File: src/rtl/demux_16_tdm_pkg.sv
// Shared constants and state encoding for the 1:16 TDM demultiplexer.
package demux_pkg;
   localparam int LANES = 16;
   localparam int SEL_W = 4;

   typedef enum logic [0:0] {
      IDLE    = 1'b0,
      COLLECT = 1'b1
   } state_e;
endpackage

File: src/rtl/demux_16_tdm_if.sv
// Serial-in / parallel-frame-out bundle; master is the stream source plus frame consumer.
interface demux_16_tdm_if
   import demux_pkg::*;
#(
   parameter int LANES_P = LANES,
   parameter int SEL_W_P = SEL_W
);
   logic               din;
   logic               din_valid;
   logic               sync;
   logic [LANES_P-1:0] frame;
   logic               frame_valid;
   logic               frame_ready;
   logic [SEL_W_P-1:0] slot;
   logic               overrun;
   logic               sync_err;

   modport master (
      output din, din_valid, sync, frame_ready,
      input  frame, frame_valid, slot, overrun, sync_err
   );

   modport slave (
      input  din, din_valid, sync, frame_ready,
      output frame, frame_valid, slot, overrun, sync_err
   );
endinterface

File: src/rtl/demux_16_tdm_slot_cnt.sv
// Slot counter: load-to-1 on sync, increment on accepted bit, wraps modulo 2^SEL_W.
module slot_cnt
   import demux_pkg::*;
#(
   parameter int LANES_P = LANES,
   parameter int SEL_W_P = SEL_W
) (
   input  logic               clk,
   input  logic               rst,
   input  logic               load_i,
   input  logic               inc_i,
   output logic [SEL_W_P-1:0] slot_o,
   output logic               last_o
);
   logic [SEL_W_P-1:0] slot_q;
   logic [SEL_W_P-1:0] slot_d;

   always_comb begin
      slot_d = slot_q;
      if (load_i) begin
         slot_d = SEL_W_P'(1);
      end else if (inc_i) begin
         slot_d = slot_q + 1'b1;
      end
   end

   always_ff @(posedge clk) begin
      if (rst) begin
         slot_q <= '0;
      end else begin
         slot_q <= slot_d;
      end
   end

   assign slot_o = slot_q;
   assign last_o = inc_i && (slot_q == SEL_W_P'(LANES_P - 1));
endmodule

File: src/rtl/demux_16_tdm.sv
// 1:16 time-division demultiplexer: steers serial bits into lanes and hands
// completed frames to the consumer over a valid/ready handshake.
module demux_16_tdm
#(
   parameter int LANES = demux_pkg::LANES,
   parameter int SEL_W = demux_pkg::SEL_W
) (
   input logic             clk,
   input logic             rst,
   demux_16_tdm_if.slave   bus
);
   import demux_pkg::*;

   state_e             state_q, state_d;
   logic [LANES-1:0]   asm_q, asm_d;
   logic [LANES-1:0]   frame_q, frame_d;
   logic               fv_q, fv_d;
   logic               ovr_q, ovr_d;
   logic               serr_q, serr_d;

   logic               cnt_load;
   logic               cnt_inc;
   logic               cnt_last;
   logic [SEL_W-1:0]   slot;

   // A sync is honoured in any state; plain bits only count once aligned.
   assign cnt_load = bus.din_valid && bus.sync;
   assign cnt_inc  = bus.din_valid && !bus.sync && (state_q == COLLECT);

   slot_cnt #(
      .LANES_P (LANES),
      .SEL_W_P (SEL_W)
   ) u_slot_cnt (
      .clk    (clk),
      .rst    (rst),
      .load_i (cnt_load),
      .inc_i  (cnt_inc),
      .slot_o (slot),
      .last_o (cnt_last)
   );

   always_comb begin
      state_d = state_q;
      asm_d   = asm_q;
      frame_d = frame_q;
      fv_d    = fv_q;
      ovr_d   = ovr_q;
      serr_d  = 1'b0;

      if (fv_q && bus.frame_ready) begin
         fv_d = 1'b0;
      end

      if (cnt_load) begin
         asm_d    = '0;
         asm_d[0] = bus.din;
         state_d  = COLLECT;
         if (state_q == COLLECT && slot != '0) begin
            serr_d = 1'b1;
         end
      end else if (cnt_inc) begin
         asm_d[slot] = bus.din;
         // A completion may load into a slot being consumed this same cycle.
         if (cnt_last) begin
            if (!fv_q || bus.frame_ready) begin
               frame_d = asm_d;
               fv_d    = 1'b1;
            end else begin
               ovr_d = 1'b1;
            end
         end
      end
   end

   always_ff @(posedge clk) begin
      if (rst) begin
         state_q <= IDLE;
         asm_q   <= '0;
         frame_q <= '0;
         fv_q    <= 1'b0;
         ovr_q   <= 1'b0;
         serr_q  <= 1'b0;
      end else begin
         state_q <= state_d;
         asm_q   <= asm_d;
         frame_q <= frame_d;
         fv_q    <= fv_d;
         ovr_q   <= ovr_d;
         serr_q  <= serr_d;
      end
   end

   assign bus.frame       = frame_q;
   assign bus.frame_valid = fv_q;
   assign bus.slot        = slot;
   assign bus.overrun     = ovr_q;
   assign bus.sync_err    = serr_q;
endmodule

File: src/flat_wrapper.sv
// flat-port wrapper written by rule: the top's interface ports become plain ports
module demux_16_tdm_flat import demux_pkg::*;
#(
   parameter int LANES = demux_pkg::LANES,
   parameter int SEL_W = demux_pkg::SEL_W
)
  (clk, rst, bus_din, bus_din_valid, bus_sync, bus_frame_ready, bus_frame, bus_frame_valid, bus_slot, bus_overrun, bus_sync_err);
  demux_16_tdm_if #(.LANES_P(16), .SEL_W_P(4)) bus_i ();
  input logic clk;
  input logic rst;
  input wire logic [$bits(bus_i.din)-1:0] bus_din;
  input wire logic [$bits(bus_i.din_valid)-1:0] bus_din_valid;
  input wire logic [$bits(bus_i.sync)-1:0] bus_sync;
  input wire logic [$bits(bus_i.frame_ready)-1:0] bus_frame_ready;
  output wire logic [$bits(bus_i.frame)-1:0] bus_frame;
  output wire logic [$bits(bus_i.frame_valid)-1:0] bus_frame_valid;
  output wire logic [$bits(bus_i.slot)-1:0] bus_slot;
  output wire logic [$bits(bus_i.overrun)-1:0] bus_overrun;
  output wire logic [$bits(bus_i.sync_err)-1:0] bus_sync_err;
  assign bus_i.din = bus_din;
  assign bus_i.din_valid = bus_din_valid;
  assign bus_i.sync = bus_sync;
  assign bus_i.frame_ready = bus_frame_ready;
  assign bus_frame = bus_i.frame;
  assign bus_frame_valid = bus_i.frame_valid;
  assign bus_slot = bus_i.slot;
  assign bus_overrun = bus_i.overrun;
  assign bus_sync_err = bus_i.sync_err;
  demux_16_tdm #(.LANES(LANES), .SEL_W(SEL_W)) u_core (.clk(clk), .rst(rst), .bus(bus_i));
endmodule
File: config.mk
export PLATFORM = sky130hd
export DESIGN_NAME = demux_16_tdm_flat
export DESIGN_NICKNAME = d
export VERILOG_FILES = /design/src/rtl/demux_16_tdm_pkg.sv /design/src/rtl/demux_16_tdm_if.sv /design/src/rtl/demux_16_tdm_slot_cnt.sv /design/src/rtl/demux_16_tdm.sv /design/src/flat_wrapper.sv
export SDC_FILE = /design/constraint.sdc
export NUM_CORES = 1
export LEC_CHECK = 0
export ABC_AREA = 0
export ABC_CLOCK_PERIOD_IN_PS = 3100
export CORE_MARGIN = 10
export CORE_UTILIZATION = 45
export DETAILED_ROUTE_END_ITERATION = 8
export PLACE_DENSITY_LB_ADDON = 0.2
export SYNTH_ARGS = -nofsm -noshare
export SYNTH_HDL_FRONTEND = slang
export SYNTH_SLANG_ARGS = --single-unit
File: constraint.sdc
create_clock -name clk -period 3.1 [get_ports clk]
set_clock_uncertainty 0.05 [all_clocks]
set_input_delay 0.93 -clock clk [delete_from_list [all_inputs] [get_ports clk]]
set_output_delay 0.93 -clock clk [all_outputs]
set_load 0.01 [all_outputs]
* Word level (Yosys, flattened, before mapping)
Index checks and enable logic that the tools add are counted.
** Storage, ports and cells
- Word-level logic and storage cells :: 44
- Input bits :: 6
- Register bits after elaboration :: 40
** Cells by class
- Order comparisons :: 2
- Bitwise gates (word level) :: 2
- Add/subtract/negate cells :: 1
- Reductions and logical operators :: 16
- Muxes and demuxes :: 13
- Eq/ne operators :: 1
** Operators by type and width (count)
- bitwise mux 16 bit :: 1
- two-way mux 1 bit :: 11
- AND reduction 4 bit :: 2
- logical AND 1 bit :: 7
- < comparator 4 x 5 -> 1 bit, second input constant :: 1
- adder 4 x 1 -> 4 bit, second input constant :: 1
- demux 1 bit (select 4 bit) :: 1
- == test 4 bit, second input constant :: 1
- >= comparator 4 x 1 -> 1 bit, second input constant :: 1
- nonzero test 4 bit :: 1
- OR reduction 2 bit :: 2
- logical NOT 1 bit :: 2
- NOT 1 bit :: 2
- nonzero test 2 bit :: 1
- logical OR 1 bit :: 1

* Logic depth before layout (Yosys ltp)
- Depth in word-level cells :: 7
- Depth in mapped cells :: 7
- Mapped depth without buffers :: 5

* Cells and area by module
Synthesis repeated with hierarchy kept, for this count alone.
** Second synthesis, totals
- Cell total of the unflattened synthesis :: 218
- Area, all modules :: 2158.3 um2
** By module, submodules not included
- demux_16_tdm :: cells an instance 198, seq. area each 720.7 um2, times used 1, area each 1935.6 um2
- slot_cnt :: cells an instance 20, seq. area each 80.1 um2, times used 1, area each 222.7 um2

* Least setup slack after synthesis
No wires, ideal clock.
- Kind :: input port to flip-flop
- Start point :: in bus_sync
- End point :: reg u_core.frame_q[10] (netlist: u_core.bus.frame[10])
- Stages on the path :: 5
- Buffers on the path :: 2
- Setup time :: 0.139 ns
- Data required time :: 2.911 ns
- Setup slack :: 1.096 ns
- Arrival :: 1.815 ns
- Cell sequence :: buf_6 -> nand4b_2 -> nor3_4 -> buf_6 -> a311oi_2
** Between the ends
- Cells in the longest elaborated chain, start to end :: 5
** RTL lines
- start: declaration :: line flat_wrapper.sv:13 : input wire logic [$bits(bus_i.sync)-1:0] bus_sync;
- logical NOT 1 bit :: line demux_16_tdm.sv:28 : assign cnt_inc = bus.din_valid && !bus.sync && (state_q == COLLECT);
- logical AND 1 bit (2 in series) :: line demux_16_tdm.sv:28
- logical AND 1 bit :: line demux_16_tdm_slot_cnt.sv:36 : assign last_o = inc_i && (slot_q == SEL_W_P'(LANES_P - 1));
- AND reduction 4 bit (no source line) (*)
- end signal: assignment :: line demux_16_tdm.sv:86 : frame_q <= frame_d;
- end: declaration :: line demux_16_tdm.sv:16 : logic [LANES-1:0] frame_q, frame_d;
Mark *: on every way between the ends. The rest lies on a longest branch, timed or not.
A chain may end at the register's enable or synchronous reset.

* Worst setup path after layout
- Start point :: reg u_core.u_slot_cnt.slot_q[3] (netlist: u_core.u_slot_cnt.slot_o[3])
- End point :: out bus_slot[3]
** RTL lines
- start: declaration :: line demux_16_tdm_slot_cnt.sv:15 : logic [SEL_W_P-1:0] slot_q;
- start signal: assignment :: line demux_16_tdm_slot_cnt.sv:31 : slot_q <= slot_d;
- end: declaration :: line flat_wrapper.sv:17 : output wire logic [$bits(bus_i.slot)-1:0] bus_slot;
No word-level cell between the ends.

==> metrics.csv <==
stage,metric,value,unit
setup_path,critical_path.max_stage_delay,0.63,ns
logic_synthesis,synth_edf_count,0,
power,ir_drop,0.2408,mV
logic_synthesis,async_flop_share,0,
logic_synthesis,syn-cell-area,0.002031,sq mm
layout,antenna_cells,0,
global_route,antenna_found_initial,0,
setup_path,r2r_cells,3,
hold_path,min-delay-start,u_core.asm_q[10]$_SDFFE_PP0N_,
floorplanning,design.core.area,0.004354,sq mm
clock_tree,cts_tree,yes,
setup_path,required,2.12,ns
detailed_routing,drt-wirelength-per-cell,16.97,um
floorplanning,die_y,87.18,um
floorplanning,die_w,87.18,um
floorplanning,rows,24,
detailed_routing,ant_nets,0,
place,dp_slack,0.4573,ns
setup_path,timing.rr.start,u_core.u_slot_cnt.slot_o[3]$_SDFFE_PP0N_,
logic_synthesis,syn_inst,216,
outcome,status,"finished, final reports clean",
detailed_routing,vias_per_cell,5.779,
logic_synthesis,syn_avg_cell_area,9.401,sq um
logic_synthesis,synth_top_area_frac,0.3845,
detailed_routing,drtIter0Drc,95,
timing,fin_crit_sh,0.8142,
setup_path,reg2reg_to,u_core.bus.frame[8]$_SDFFE_PP0P_,
power,finalPower,0.0009143,W
floorplanning,io_pins,29,
clock_tree,cts_root_buf,clkbuf_8,
global_route,grt-ovfl-total,0,
detailed_routing,dr.pass1.iters,4,
layout,final_area,0.002323,sq mm
setup_path,worstSetupPathType,register to primary output,
setup_path,startpoint_type,register,
timing,tns,0,ns
clock_tree,post_cts_buffers,0,
logic_synthesis,synth.distinct_cells,38,
clock_tree,htree_levels,2,
layout,nets,242,
setup_path,cp_top_family,buffers and inverters,
place,io_buffers,28,
timing,hold_violations,0,
setup_path,critical-path-slowest-cell,clkdlybuf4s50_1,
power,powerDensity,393.5,mW/mm^2
global_route,grt_max_degree,25,
timing,fmax,396.2,MHz
timing,slew_viol_final,0,
floorplanning,start_util,0.4664,
floorplanning,fp.dieArea,0.007599,sq mm
hold_path,hold_path.class,register to register,
layout,drive_above_1_share,0.1545,
logic_synthesis,yosysTopAreaCell,dfxtp_1,
detailed_routing,wl,4.836,mm
clock_tree,clock-sinks,39,
hold_path,min_path_cells,2,
setup_path,path_max_fanout,14,
layout,n_fill_cell,416,
setup_path,worstPathArrival,1.54,ns
place,placed_cell_area,0.002238,sq mm
clock_tree,clkSlewWorstSetupHoldPaths,0.08,ns
clock_tree,clk_latency,0.30,ns
layout,area_delta_synth_final,14.42,%
clock_tree,clockBufferDepth,2,
clock_tree,cts_made_buffers,5,
timing,period_needed,2.524,ns
timing,maxSlewHeadroom,0.4226,
timing,worst_pin_slew,0.8661,ns
flow_run,max-cap-violations,0,
place,gp_congestion,0.7375,
global_route,grt_pass1_vias,1588,
clock_tree,hold_buffers,0,
power,leakagePower,0.8129,nW
logic_synthesis,synthTopCellsByArea,"dfxtp_1 38%, nand3_1 7.4%, mux2i_1 6.4%, a21bo_2 5.9%, a311oi_2 5.9%",
timing,setup_viol,0,
global_route,grt_pass1_wl,8.280,mm
setup_path,rrSetupSlack,1.06,ns
timing,setup_slack,0.5760,ns
setup_path,crit_buf_inv,1,
setup_path,end_kind,primary output,
global_route,grtUsageTotal,0.1324,
clock_tree,cts_resized,0,
logic_synthesis,ys_ff_latch,39,
timing,rsz0062_at_grt,no,
logic_synthesis,ys.flop_type,dfxtp_1,
setup_path,path_cells,clkdlybuf4s50_1,
detailed_routing,vias,1647,
place,dpl.hpwl,3.152,mm
hold_path,hold_end,u_core.asm_q[10]$_SDFFE_PP0N_,
logic_synthesis,synth_warnings,0,
detailed_routing,drc,0,
logic_synthesis,yosysSeqAreaShare,0.3845,
logic_synthesis,synth_nets,226,
-- layer usage --
layer | wire (um) | global-route usage | share of wire
met4 | 38 | 0.03043 | 0.0079
met3 | 263 | 0.04588 | 0.054
met2 | 2181 | 0.1952 | 0.45
met1 | 2352 | 0.1800 | 0.49
met5 | 0 | 0 | 0
-- worst max path at each step --
stage | startpoint | endpoint | slack, ns | cells past startpoint
2_1_floorplan | bus_sync | u_core.bus.frame[10]$_SDFFE_PP0P_ | 1.10 | 5
3_3_place_gp | bus_din_valid | u_core.bus.frame[11]$_SDFFE_PP0P_ | 0.46 | 5
3_5_place_dp | bus_din_valid | u_core.bus.frame[8]$_SDFFE_PP0P_ | 0.46 | 5
4_1_cts | u_core.u_slot_cnt.slot_o[3]$_SDFFE_PP0N_ | bus_slot[3] | 0.57 | 1
5_1_grt | u_core.u_slot_cnt.slot_o[3]$_SDFFE_PP0N_ | bus_slot[3] | 0.47 | 1
6_report | u_core.u_slot_cnt.slot_o[3]$_SDFFE_PP0N_ | bus_slot[3] | 0.58 | 1
-- area by class of cell --
class / count / area [sq um] / share of cell area
tap: 52 / 65.06 / 0.02800
timing repair buffer: 34 / 325.3 / 0.1400
sequential: 39 / 780.7 / 0.3360
inverter: 3 / 11.26 / 0.004847
clock buffer: 6 / 72.57 / 0.03123
multi-input combinational: 149 / 1056 / 0.4545
clock inverter: 2 / 12.51 / 0.005385
-- cells in the mapped netlist (2+ instances only) --
cell and instances:
inv_1 3, ha_1 4, a21oi_1 10, a311oi_1 5, mux2i_1 13, nand3_1 30
nand4_1 2, buf_2 8, buf_6 5, o21ai_0 4, nor2b_1 3, clkbuf_2 2
a211oi_1 2, a31oi_1 16, nor2_1 7, nor3b_1 2, dfxtp_1 39, nand2_1 18
clkbuf_1 4, a21bo_2 12, a311oi_2 8, buf_4 2, o31ai_1 2
-- cell usage in the layout, fill, tap and decap left out, types with 7 or more instances in the layout --
master and count:
dfxtp_1 39, nand3_1 30, clkdlybuf4s50_1 28, nand2_1 18, a31oi_1 16, mux2i_1 13, a21bo_2 12, a21oi_1 10
a311oi_2 8, nor2_1 7
-- sequential cells by signal, summed over array words and instances (netlist names) --
name                      cells
u_core.u_slot_cnt.slot_o      4
u_core.bus.frame             16
u_core.asm_q                 15
u_core.state_q                1
u_core.bus.overrun            1
u_core.bus.frame_valid        1
u_core.bus.sync_err           1
-- per-stage QoR --
step,cells,utilization,hold slack [ns]
global placement,277,0.5141,0.3934
detailed placement,277,0.5141,0.4017
finish,285,0.5336,0.4091
global route,285,0.5336,0.4348
floorplan,216,-,0.3831
CTS,285,0.5336,0.4124
-- power by group --
part / switching (W) / internal (W) / leakage [nW]
Clock: 0.000190 / 0.000158 / 0.0412
Combinational: 0.0000385 / 0.0000211 / 0.457
Sequential: 0.00000371 / 0.000504 / 0.315
Total: 0.000232 / 0.000682 / 0.813
-- cell families after synthesis --
group	after synthesis	synth area share
DFF	39	0.3845
buffers and inverters	28	0.09549
AOI/OAI and AO/OA	61	0.2458
muxes	13	0.06408
xor gates and xnor gates	1	0.004314
and+or+nand+nor	70	0.1811
adders and majority gates	4	0.02465
No activity file was read; power rests on OpenSTA's default activity.
